===== src/rtl/l2_arbiter_if.sv =====
// Wishbone line-transfer bundle shared by the L1 miss ports, the arbiter and the L2 CPU port.
// The master drives the request fields; the slave returns read data and the ACK/RTY terminations.
interface l2_arbiter_if;
    logic [11:0]  ADR;
    logic [127:0] DAT_M;
    logic [127:0] DAT_S;
    logic [15:0]  SEL;
    logic         WE;
    logic         CYC;
    logic         STB;
    logic         ACK;
    logic         RTY;

    modport master (
        output ADR, DAT_M, SEL, WE, CYC, STB,
        input  DAT_S, ACK, RTY
    );

    modport slave (
        input  ADR, DAT_M, SEL, WE, CYC, STB,
        output DAT_S, ACK, RTY
    );
endinterface


===== src/rtl/l2_arbiter.sv =====
// Round-robin arbiter sharing the L2 CPU port between the L1 I-cache and D-cache miss ports.
// Latency: one arbitration cycle before the L2 sees the request; ACK/RTY/DAT_S pass through combinationally.
// Backpressure: the losing port simply waits with ACK=RTY=0; a silent L2 is cut off by the watchdog with RTY.
module l2_arbiter #(
    parameter int TIMEOUT_CYCLES   = 255,
    parameter bit FIRST_PRIORITY_D = 1'b1
) (
    input  logic         clk,
    input  logic         rst,
    l2_arbiter_if.slave  icache_wb,
    l2_arbiter_if.slave  dcache_wb,
    l2_arbiter_if.master l2_wb,
    output logic [1:0]   grant,
    output logic         timeout_err
);
    typedef enum logic [1:0] {
        IDLE    = 2'b00,
        GRANT_I = 2'b01,
        GRANT_D = 2'b10
    } state_t;

    localparam bit         WD_EN   = (TIMEOUT_CYCLES != 0);
    localparam logic [7:0] WD_LAST = WD_EN ? 8'(TIMEOUT_CYCLES - 1) : 8'd0;

    state_t     state;
    logic       last_d;   // 1 when the D port owned the most recently terminated cycle
    logic [7:0] wd_cnt;

    logic req_i;
    logic req_d;
    logic own_i;
    logic own_d;
    logic busy;
    logic own_cyc;
    logic own_stb;
    logic abort;
    logic wd_hit;
    logic fire;
    logic done_ack;
    logic done_rty;

    assign req_i = icache_wb.CYC & icache_wb.STB;
    assign req_d = dcache_wb.CYC & dcache_wb.STB;

    assign own_i   = (state == GRANT_I);
    assign own_d   = (state == GRANT_D);
    assign busy    = own_i | own_d;
    assign own_cyc = own_d ? dcache_wb.CYC : icache_wb.CYC;
    assign own_stb = own_d ? dcache_wb.STB : icache_wb.STB;

    // A master dropping CYC wins over any termination the L2 might present in the same cycle.
    assign abort    = busy & ~own_cyc;
    assign wd_hit   = WD_EN & busy & (wd_cnt == WD_LAST);
    assign done_ack = busy & ~abort & l2_wb.ACK;
    assign fire     = wd_hit & ~abort & ~l2_wb.ACK & ~l2_wb.RTY;
    assign done_rty = busy & ~abort & ~l2_wb.ACK & (l2_wb.RTY | wd_hit);

    assign l2_wb.ADR   = own_d ? dcache_wb.ADR   : icache_wb.ADR;
    assign l2_wb.DAT_M = own_d ? dcache_wb.DAT_M : icache_wb.DAT_M;
    assign l2_wb.SEL   = own_d ? dcache_wb.SEL   : icache_wb.SEL;
    assign l2_wb.WE    = busy & (own_d ? dcache_wb.WE : icache_wb.WE);
    assign l2_wb.CYC   = busy & own_cyc & ~fire;
    assign l2_wb.STB   = busy & own_cyc & own_stb & ~fire;

    assign icache_wb.DAT_S = l2_wb.DAT_S;
    assign dcache_wb.DAT_S = l2_wb.DAT_S;
    assign icache_wb.ACK   = own_i & done_ack;
    assign icache_wb.RTY   = own_i & done_rty;
    assign dcache_wb.ACK   = own_d & done_ack;
    assign dcache_wb.RTY   = own_d & done_rty;

    assign grant       = state;
    assign timeout_err = fire;

    always_ff @(posedge clk) begin
        if (rst) begin
            state  <= IDLE;
            last_d <= ~FIRST_PRIORITY_D;
            wd_cnt <= 8'd0;
        end else begin
            case (state)
                IDLE: begin
                    wd_cnt <= 8'd0;
                    if (req_i && req_d) begin
                        state <= last_d ? GRANT_I : GRANT_D;
                    end else if (req_i) begin
                        state <= GRANT_I;
                    end else if (req_d) begin
                        state <= GRANT_D;
                    end
                end
                GRANT_I, GRANT_D: begin
                    if (abort) begin
                        state <= IDLE;
                    end else if (done_ack || done_rty) begin
                        state  <= IDLE;
                        last_d <= own_d;
                    end else if (wd_cnt != 8'hFF) begin
                        wd_cnt <= wd_cnt + 8'd1;
                    end
                end
                default: begin
                    state <= IDLE;
                end
            endcase
        end
    end

    a_grant_legal: assert property (@(posedge clk) disable iff (rst) grant != 2'b11);
    a_single_ack:  assert property (@(posedge clk) disable iff (rst)
                                    !((icache_wb.ACK | icache_wb.RTY) && (dcache_wb.ACK | dcache_wb.RTY)));
    a_cyc_owned:   assert property (@(posedge clk) disable iff (rst) l2_wb.CYC |-> busy);
endmodule


===== src/flat_wrapper.sv =====
// flat-port wrapper written by rule: the top's interface ports become plain ports
module l2_arbiter_flat 
#(
    parameter int TIMEOUT_CYCLES   = 255,
    parameter bit FIRST_PRIORITY_D = 1'b1
)
  (clk, rst, grant, timeout_err, icache_wb_ADR, icache_wb_DAT_M, icache_wb_SEL, icache_wb_WE, icache_wb_CYC, icache_wb_STB, icache_wb_DAT_S, icache_wb_ACK, icache_wb_RTY, dcache_wb_ADR, dcache_wb_DAT_M, dcache_wb_SEL, dcache_wb_WE, dcache_wb_CYC, dcache_wb_STB, dcache_wb_DAT_S, dcache_wb_ACK, dcache_wb_RTY, l2_wb_ADR, l2_wb_DAT_M, l2_wb_SEL, l2_wb_WE, l2_wb_CYC, l2_wb_STB, l2_wb_DAT_S, l2_wb_ACK, l2_wb_RTY);
  l2_arbiter_if icache_wb_i ();
  l2_arbiter_if dcache_wb_i ();
  l2_arbiter_if l2_wb_i ();
  input  logic clk;
  input  logic rst;
  output logic [1:0] grant;
  output logic timeout_err;
  input wire logic [$bits(icache_wb_i.ADR)-1:0] icache_wb_ADR;
  input wire logic [$bits(icache_wb_i.DAT_M)-1:0] icache_wb_DAT_M;
  input wire logic [$bits(icache_wb_i.SEL)-1:0] icache_wb_SEL;
  input wire logic [$bits(icache_wb_i.WE)-1:0] icache_wb_WE;
  input wire logic [$bits(icache_wb_i.CYC)-1:0] icache_wb_CYC;
  input wire logic [$bits(icache_wb_i.STB)-1:0] icache_wb_STB;
  output wire logic [$bits(icache_wb_i.DAT_S)-1:0] icache_wb_DAT_S;
  output wire logic [$bits(icache_wb_i.ACK)-1:0] icache_wb_ACK;
  output wire logic [$bits(icache_wb_i.RTY)-1:0] icache_wb_RTY;
  input wire logic [$bits(dcache_wb_i.ADR)-1:0] dcache_wb_ADR;
  input wire logic [$bits(dcache_wb_i.DAT_M)-1:0] dcache_wb_DAT_M;
  input wire logic [$bits(dcache_wb_i.SEL)-1:0] dcache_wb_SEL;
  input wire logic [$bits(dcache_wb_i.WE)-1:0] dcache_wb_WE;
  input wire logic [$bits(dcache_wb_i.CYC)-1:0] dcache_wb_CYC;
  input wire logic [$bits(dcache_wb_i.STB)-1:0] dcache_wb_STB;
  output wire logic [$bits(dcache_wb_i.DAT_S)-1:0] dcache_wb_DAT_S;
  output wire logic [$bits(dcache_wb_i.ACK)-1:0] dcache_wb_ACK;
  output wire logic [$bits(dcache_wb_i.RTY)-1:0] dcache_wb_RTY;
  output wire logic [$bits(l2_wb_i.ADR)-1:0] l2_wb_ADR;
  output wire logic [$bits(l2_wb_i.DAT_M)-1:0] l2_wb_DAT_M;
  output wire logic [$bits(l2_wb_i.SEL)-1:0] l2_wb_SEL;
  output wire logic [$bits(l2_wb_i.WE)-1:0] l2_wb_WE;
  output wire logic [$bits(l2_wb_i.CYC)-1:0] l2_wb_CYC;
  output wire logic [$bits(l2_wb_i.STB)-1:0] l2_wb_STB;
  input wire logic [$bits(l2_wb_i.DAT_S)-1:0] l2_wb_DAT_S;
  input wire logic [$bits(l2_wb_i.ACK)-1:0] l2_wb_ACK;
  input wire logic [$bits(l2_wb_i.RTY)-1:0] l2_wb_RTY;
  assign icache_wb_i.ADR = icache_wb_ADR;
  assign icache_wb_i.DAT_M = icache_wb_DAT_M;
  assign icache_wb_i.SEL = icache_wb_SEL;
  assign icache_wb_i.WE = icache_wb_WE;
  assign icache_wb_i.CYC = icache_wb_CYC;
  assign icache_wb_i.STB = icache_wb_STB;
  assign icache_wb_DAT_S = icache_wb_i.DAT_S;
  assign icache_wb_ACK = icache_wb_i.ACK;
  assign icache_wb_RTY = icache_wb_i.RTY;
  assign dcache_wb_i.ADR = dcache_wb_ADR;
  assign dcache_wb_i.DAT_M = dcache_wb_DAT_M;
  assign dcache_wb_i.SEL = dcache_wb_SEL;
  assign dcache_wb_i.WE = dcache_wb_WE;
  assign dcache_wb_i.CYC = dcache_wb_CYC;
  assign dcache_wb_i.STB = dcache_wb_STB;
  assign dcache_wb_DAT_S = dcache_wb_i.DAT_S;
  assign dcache_wb_ACK = dcache_wb_i.ACK;
  assign dcache_wb_RTY = dcache_wb_i.RTY;
  assign l2_wb_ADR = l2_wb_i.ADR;
  assign l2_wb_DAT_M = l2_wb_i.DAT_M;
  assign l2_wb_SEL = l2_wb_i.SEL;
  assign l2_wb_WE = l2_wb_i.WE;
  assign l2_wb_CYC = l2_wb_i.CYC;
  assign l2_wb_STB = l2_wb_i.STB;
  assign l2_wb_i.DAT_S = l2_wb_DAT_S;
  assign l2_wb_i.ACK = l2_wb_ACK;
  assign l2_wb_i.RTY = l2_wb_RTY;
  l2_arbiter #(.TIMEOUT_CYCLES(TIMEOUT_CYCLES), .FIRST_PRIORITY_D(FIRST_PRIORITY_D)) u_core (.clk(clk), .rst(rst), .icache_wb(icache_wb_i), .dcache_wb(dcache_wb_i), .l2_wb(l2_wb_i), .grant(grant), .timeout_err(timeout_err));
endmodule

===== config.mk =====
export PLATFORM = sky130hd
export DESIGN_NAME = l2_arbiter_flat
export DESIGN_NICKNAME = d
export VERILOG_FILES = /design/src/rtl/l2_arbiter_if.sv /design/src/rtl/l2_arbiter.sv /design/src/flat_wrapper.sv
export SDC_FILE = /design/constraint.sdc
export NUM_CORES = 1
export LEC_CHECK = 0
export CORE_AREA = 2 2 336 338
export CTS_CLUSTER_DIAMETER = 50
export CTS_CLUSTER_SIZE = 10
export DETAILED_ROUTE_END_ITERATION = 10
export DIE_AREA = 0 0 338 340
export DONT_BUFFER_PORTS = 1
export GPL_ROUTABILITY_DRIVEN = 1
export HOLD_SLACK_MARGIN = 0.15
export PLACE_DENSITY = 0.3
export SKIP_LAST_GASP = 1
export SLEW_MARGIN = 10
export SYNTH_ARGS = -nofsm -noshare
export SYNTH_HDL_FRONTEND = slang
export SYNTH_SLANG_ARGS = --single-unit

===== constraint.sdc =====
create_clock -name clk -period 4.6 [get_ports clk]
set_input_delay 0.92 -clock clk [delete_from_list [all_inputs] [get_ports clk]]
set_output_delay 0.92 -clock clk [all_outputs]
set_load 0.01 [all_outputs]

# After elaboration in Yosys (flattened, before gate mapping)
# Index checks and enable logic that the tools add are counted.
classes:
  n_eq_ne: 9
  bitwise: 27
  addsub: 1
  mux: 17
  n_reduce_logical: 8
ops:
  columns: ["operator", "n"]
  rows:
  - ["2-to-1 mux 128 bit", 1]
  - ["2-to-1 mux 8 bit", 3]
  - ["AND 1 bit", 20]
  - ["2-to-1 mux 16 bit", 1]
  - ["one-hot mux 8 bit (2 select lines)", 1]
  - ["2-to-1 mux 12 bit", 1]
  - ["2-to-1 mux 2 bit", 6]
  - ["adder 8 x 1 -> 8 bit (second input constant)", 1]
  - ["== test 8 bit (second input constant)", 1]
  - ["!= test 8 bit (second input constant)", 1]
  - ["inverter 1 bit", 5]
  - ["!= test 2 bit (second input constant)", 2]
  - ["!= test 4 x 1 -> 1 bit (second input constant)", 1]
  - ["one-hot mux 2 bit (2 select lines)", 1]
  - ["AND reduction 4 bit", 1]
  - ["2-to-1 mux 1 bit", 3]
  - ["!= test 3 x 1 -> 1 bit (second input constant)", 1]
  - ["AND reduction 3 bit", 1]
  - ["== test 2 x 1 -> 1 bit (second input constant)", 1]
  - ["== test 2 bit (second input constant)", 1]
  - ["zero test 2 bit", 1]
  - ["!= test 2 x 1 -> 1 bit (second input constant)", 1]
  - ["bitwise OR 1 bit", 2]
  - ["AND reduction 2 bit", 1]
  - ["other kinds (4)", 4]
word_totals:
  output_inout_bits: 422
  in_bits: 450
  word_cells: 65
  regBits: 11

# Logic depth before layout (Yosys ltp)
depth:
  word_depth: 12
  ltp_mapped: 7
  depth_no_buf: 6

# Least setup slack after synthesis
# OpenSTA, ideal clock, no wires.
synth_path:
  path_kind: "register to output"
  start: "reg u_core.state[0], in the netlist u_core.grant[0]"
  end: "out dcache_wb_RTY"
  path_stages_with_launch: 7
  required_time_ps: 3680
  path_slack_ps: 1947
  t_arrival_ps: 1733
  n_path_buf: 0
  cell_sequence: "dfxtp_1 -> inv_1 -> ha_1 -> and2_1 -> or3b_1 -> a21oi_1 -> and3_1"
synth_between:
  elab_chain_cells: 9
  elab_cells_between_ends: 13
  cone_classes: "2 x eq/ne; 1 x mux; 10 x bitwise"
synth_rtl:
  columns: ["element", "line_no", "source"]
  rows:
  - ["from (decl)", "l2_arbiter.sv:25", "state_t state;"]
  - ["from (signal assigned)", "l2_arbiter.sv:85", "state <= last_d ? GRANT_I : GRANT_D;"]
  - ["== test 2 bit", "l2_arbiter.sv:46", "assign own_d = (state == GRANT_D);"]
  - ["2-to-1 mux 1 bit", "l2_arbiter.sv:48", "assign own_cyc = own_d ? dcache_wb.CYC : icache_wb.CYC;"]
  - ["inverter 1 bit", "l2_arbiter.sv:52", "assign abort = busy & ~own_cyc;"]
  - ["AND 1 bit", "l2_arbiter.sv:52", null]
  - ["inverter 1 bit", "l2_arbiter.sv:56", "assign done_rty = busy & ~abort & ~l2_wb.ACK & (l2_wb.RTY | wd_hit);"]
  - ["AND 1 bit (3 in series)", "l2_arbiter.sv:56", null]
  - ["AND 1 bit (*)", "l2_arbiter.sv:70", "assign dcache_wb.RTY = own_d & done_rty;"]
  - ["to (decl)", "flat_wrapper.sv:32", "output wire logic [$bits(dcache_wb_i.RTY)-1:0] dcache_wb_RTY;"]
# Mark *: on every way between the ends. The rest lies on a longest branch, timed or not.

# Worst setup path after layout
layout_path:
  start: "reg u_core.state[1], in the netlist u_core.grant[1]"
  end: "out l2_wb_STB"
layout_between:
  elab_chain_cells: 10
  elab_cells_between_ends: 16
  cone_classes: "2 x eq/ne; 2 x mux; 12 x bitwise"
layout_rtl:
  columns: ["element", "line_no", "source"]
  rows:
  - ["== test 2 bit (*)", "l2_arbiter.sv:46", null]
  - ["named net u_core.own_d", "l2_arbiter.sv:32", "logic own_d;"]
  - ["2-to-1 mux 1 bit", "l2_arbiter.sv:48", null]
  - ["inverter 1 bit", "l2_arbiter.sv:52", null]
  - ["AND 1 bit", "l2_arbiter.sv:52", null]
  - ["inverter 1 bit", "l2_arbiter.sv:55", "assign fire = wd_hit & ~abort & ~l2_wb.ACK & ~l2_wb.RTY;"]
  - ["AND 1 bit (3 in series)", "l2_arbiter.sv:55", null]
  - ["inverter 1 bit", "l2_arbiter.sv:63", "assign l2_wb.STB = busy & own_cyc & own_stb & ~fire;"]
  - ["AND 1 bit (*)", "l2_arbiter.sv:63", null]
  - ["to (decl)", "flat_wrapper.sv:38", "output wire logic [$bits(l2_wb_i.STB)-1:0] l2_wb_STB;"]
# The timed path passes the listed nets; every way through them passes the cells marked *.

==> impl_metrics.yaml <==
run_status:
  status: "complete, no violations"
clock_network:
  hold_buffers: 0
  cts-resized-gates: 0
  clk_pin_slew_worst_paths_ns: 0.04
  clkSinkCount: 11
  cts_max_level: 1
  postCtsSetupBuffers: 0
  tritoncts: "yes"
  cts_buffers: 3
  cts_buffer_depth: 2
  cts_root_buffer: "clkbuf_16"
  clk_latency_ns: 0.24
sta:
  rsz0062_at_grt: "false"
  fin_skew_ns: 0.000675
  period_share: 0.761
  fin_setup_tns_ns: 0
  finalHoldViolCount: 0
  maxSlewHeadroom: 0.372
  max_freq_mhz: 286
  slew_viol_final: 0
  setup_viol: 0
  tightest_slew_ns: 0.942
  fin_crit_ns: 3.50
die:
  die_y_um: 340
  initial_core_util: 0.0415
  pin_count: 872
  die-area_sq_um: 115000
  fp.coreArea_sq_um: 112000
  fp.dieW_um: 338
  rows: 123
critical_path:
  path_max_fanout: 45
  cp_top_family: "buffers and inverters"
  path_cells: "buf_4 -> ha_4 -> buf_4 -> mux2_4 -> nand2_1 -> a31oi_1 -> nor2b_1"
  worstPathArrival_ns: 2.58
  critPathMostFrequentCell: "buf_4"
  worst-path-buf-inv: 2
  cp-start-kind: "flop"
  critPathKind: "flop to output pin"
  worst_path_max_delay_cell: "buf_4"
  endpoint_kind: "output pin"
  worstPathRequired_ns: 3.68
  slowest_delay_ns: 0.55
finish:
  area_growth_pct: 0.568
  multiInputGateArea_sq_um: 2390
  layout_commonest_cell: "mux2_2"
  final_cells: 1776
  register_area_sq_um: 220
  layout_common_cells: "156 x mux2_2, 13 x nand2_1, 11 x dfxtp_1"
  final_nets: 724
  n_fill_cell: 13200
  drive_gt1_frac: 0.634
power_and_ir_drop:
  leakage_nw: 0.954
  clock_power_share: 0.133
  switching_share: 0.577
  seq_power_share: 0.082
  p_per_area_nw_per_um2: 264
  switchingPower_uw: 709
  p_int_uw: 520
  peakVddDrop_mv: 0.184
  comb_power_share: 0.785
placement:
  dp_hpwl_um: 39200
  place_congestion: 0.710
  io_buffer_count: 0
  dp.cells: 1764
grt:
  grt.overflow.total: 0
  grt_use_total: 0.0660
  antenna_found_initial: 34
  grt_start_max_net_pins: 118
  grt_pass1_wl_um: 45000
  grt_pass1_vias: 2991
logic_synthesis:
  syn-mean-instance-area_sq_um: 8.65
  syn_nets: 990
  synth_seq_area_share: 0.0476
  syn_area_sq_um: 4630
  synth_cell_types: 39
  yosysWarnings: 0
  ys_seq_elements: 11
  synth_cells: 535
detailed_routing:
  vias: 2917
  drt-initial-drc-count: 115
  via_per_inst: 1.64
  first_pass_iters: 4
  routed_wl_um: 41100
  final_antenna_net_count: 0
  drc_errors: 0
  routedWlPerCell_um: 23.2
hold_path:
  hp-class: "flop to flop"
job:
  max_cap_viol_count: 0
## worst min-delay path, delay by kind of cell, from the launching register on
kind          cells  cell delay, ns
mux               1            0.05
flops             1            0.30
simple gates      1            0.05
## cells in the mapped netlist
| library cell | instances | share of area |
|---|---|---|
| nor3_4 | 1 | 0.0035 |
| o41ai_1 | 1 | 0.0019 |
| and2_1 | 3 | 0.0041 |
| o311ai_0 | 2 | 0.0038 |
| or3b_1 | 1 | 0.0019 |
| nor3b_4 | 1 | 0.0041 |
| mux2_4 | 1 | 0.0032 |
| or4b_1 | 1 | 0.0022 |
| nand2b_1 | 2 | 0.0027 |
| o211ai_1 | 6 | 0.0097 |
| and3_1 | 4 | 0.0054 |
| nand2_2 | 1 | 0.0014 |
| a31oi_1 | 1 | 0.0014 |
| mux2i_1 | 6 | 0.013 |
| dfxtp_1 | 11 | 0.048 |
| ha_1 | 5 | 0.014 |
| nor2b_1 | 5 | 0.0068 |
| a21oi_1 | 6 | 0.0065 |
| and4_1 | 1 | 0.0019 |
| buf_1 | 8 | 0.0065 |
| buf_2 | 9 | 0.0097 |
| nand2_1 | 13 | 0.011 |
| inv_1 | 7 | 0.0057 |
| buf_4 | 256 | 0.42 |
| nand3_1 | 6 | 0.0065 |
| or4_1 | 2 | 0.0032 |
| nand3_4 | 1 | 0.0038 |
| o21bai_1 | 1 | 0.0016 |
| nand3b_1 | 1 | 0.0016 |
| clkbuf_1 | 2 | 0.0016 |
| o2bb2a_1 | 1 | 0.0022 |
| nor3_1 | 1 | 0.0011 |
| a211o_1 | 1 | 0.0019 |
| nor2_1 | 4 | 0.0032 |
| o21ai_0 | 2 | 0.0022 |
| mux2_2 | 156 | 0.38 |
| a32oi_2 | 1 | 0.0035 |
| or3_1 | 3 | 0.0041 |
| nor4_1 | 1 | 0.0014 |
## final cells by class
type	count	area share
multi-input cells	242	0.513
flip-flops and latches	11	0.0473
well taps	1500	0.403
inverters	7	0.00565
repair buffers	4	0.00914
clock buffers	4	0.0169
diodes	8	0.00430
## power groups by stage
stage | registers [mW] | clock network, mW | logic, mW
final | 0.100 | 0.164 | 0.966
after global routing | 0.101 | 0.170 | 1.06
after CTS | 0.100 | 0.167 | 1.04
after detailed placement | 0.102 | 0 | 1.04
after global placement | 0.102 | 0 | 1.04
after floorplan | 0.105 | 0 | 0.807
## routing by layer
| layer | up-vias | share of wire | GRT usage |
|---|---|---|---|
| met4 | 18 | 0.031 | 0.0172 |
| met1 | 1237 | 0.43 | 0.0839 |
| met3 | 121 | 0.16 | 0.0446 |
| li1 | 1038 | - | - |
| met2 | 503 | 0.38 | 0.0891 |
| met5 | - | 0.0030 | 0 |
## metrics by stage
step	worst slack (ns)	hold slack, ns	total power [mW]	utilization	cell area (sq um)
after detailed placement	1.29	0.463	1.14	0.0408	4550
final	1.10	0.463	1.23	0.0417	4650
after global routing	0.907	0.482	1.33	0.0416	4650
after floorplan	1.95	0.435	0.912	-	4630
after global placement	1.28	0.449	1.14	0.0408	4550
after CTS	1.03	0.471	1.31	0.0415	4630
## worst paths after layout
kind | startpoint | endpoint | slack (ns) | cells past startpoint
max reg2reg | u_core.grant[1] | u_core.wd_cnt[4] | 2.10 | 7
min | u_core.last_d | u_core.last_d | 0.46 | 2
max | u_core.grant[1] | l2_wb_STB | 1.10 | 7
min reg2reg | u_core.last_d | u_core.last_d | 0.46 | 2
## registers in the layout (all words and copies together), names as in the netlist
name,cells
u_core.wd_cnt,8
u_core.grant,2
u_core.last_d,1
## logic make-up after synthesis
kind of cell / count (synthesis) / synth area share
AND/OR/NAND/NOR: 52 / 0.0692
multiplexers: 163 / 0.396
adder cells (fa/ha/maj): 5 / 0.0135
flip-flops: 11 / 0.0476
buffers and inverters: 282 / 0.439
AO/OA/AOI/OAI: 22 / 0.0346
Power figures use the tool's default switching activity.
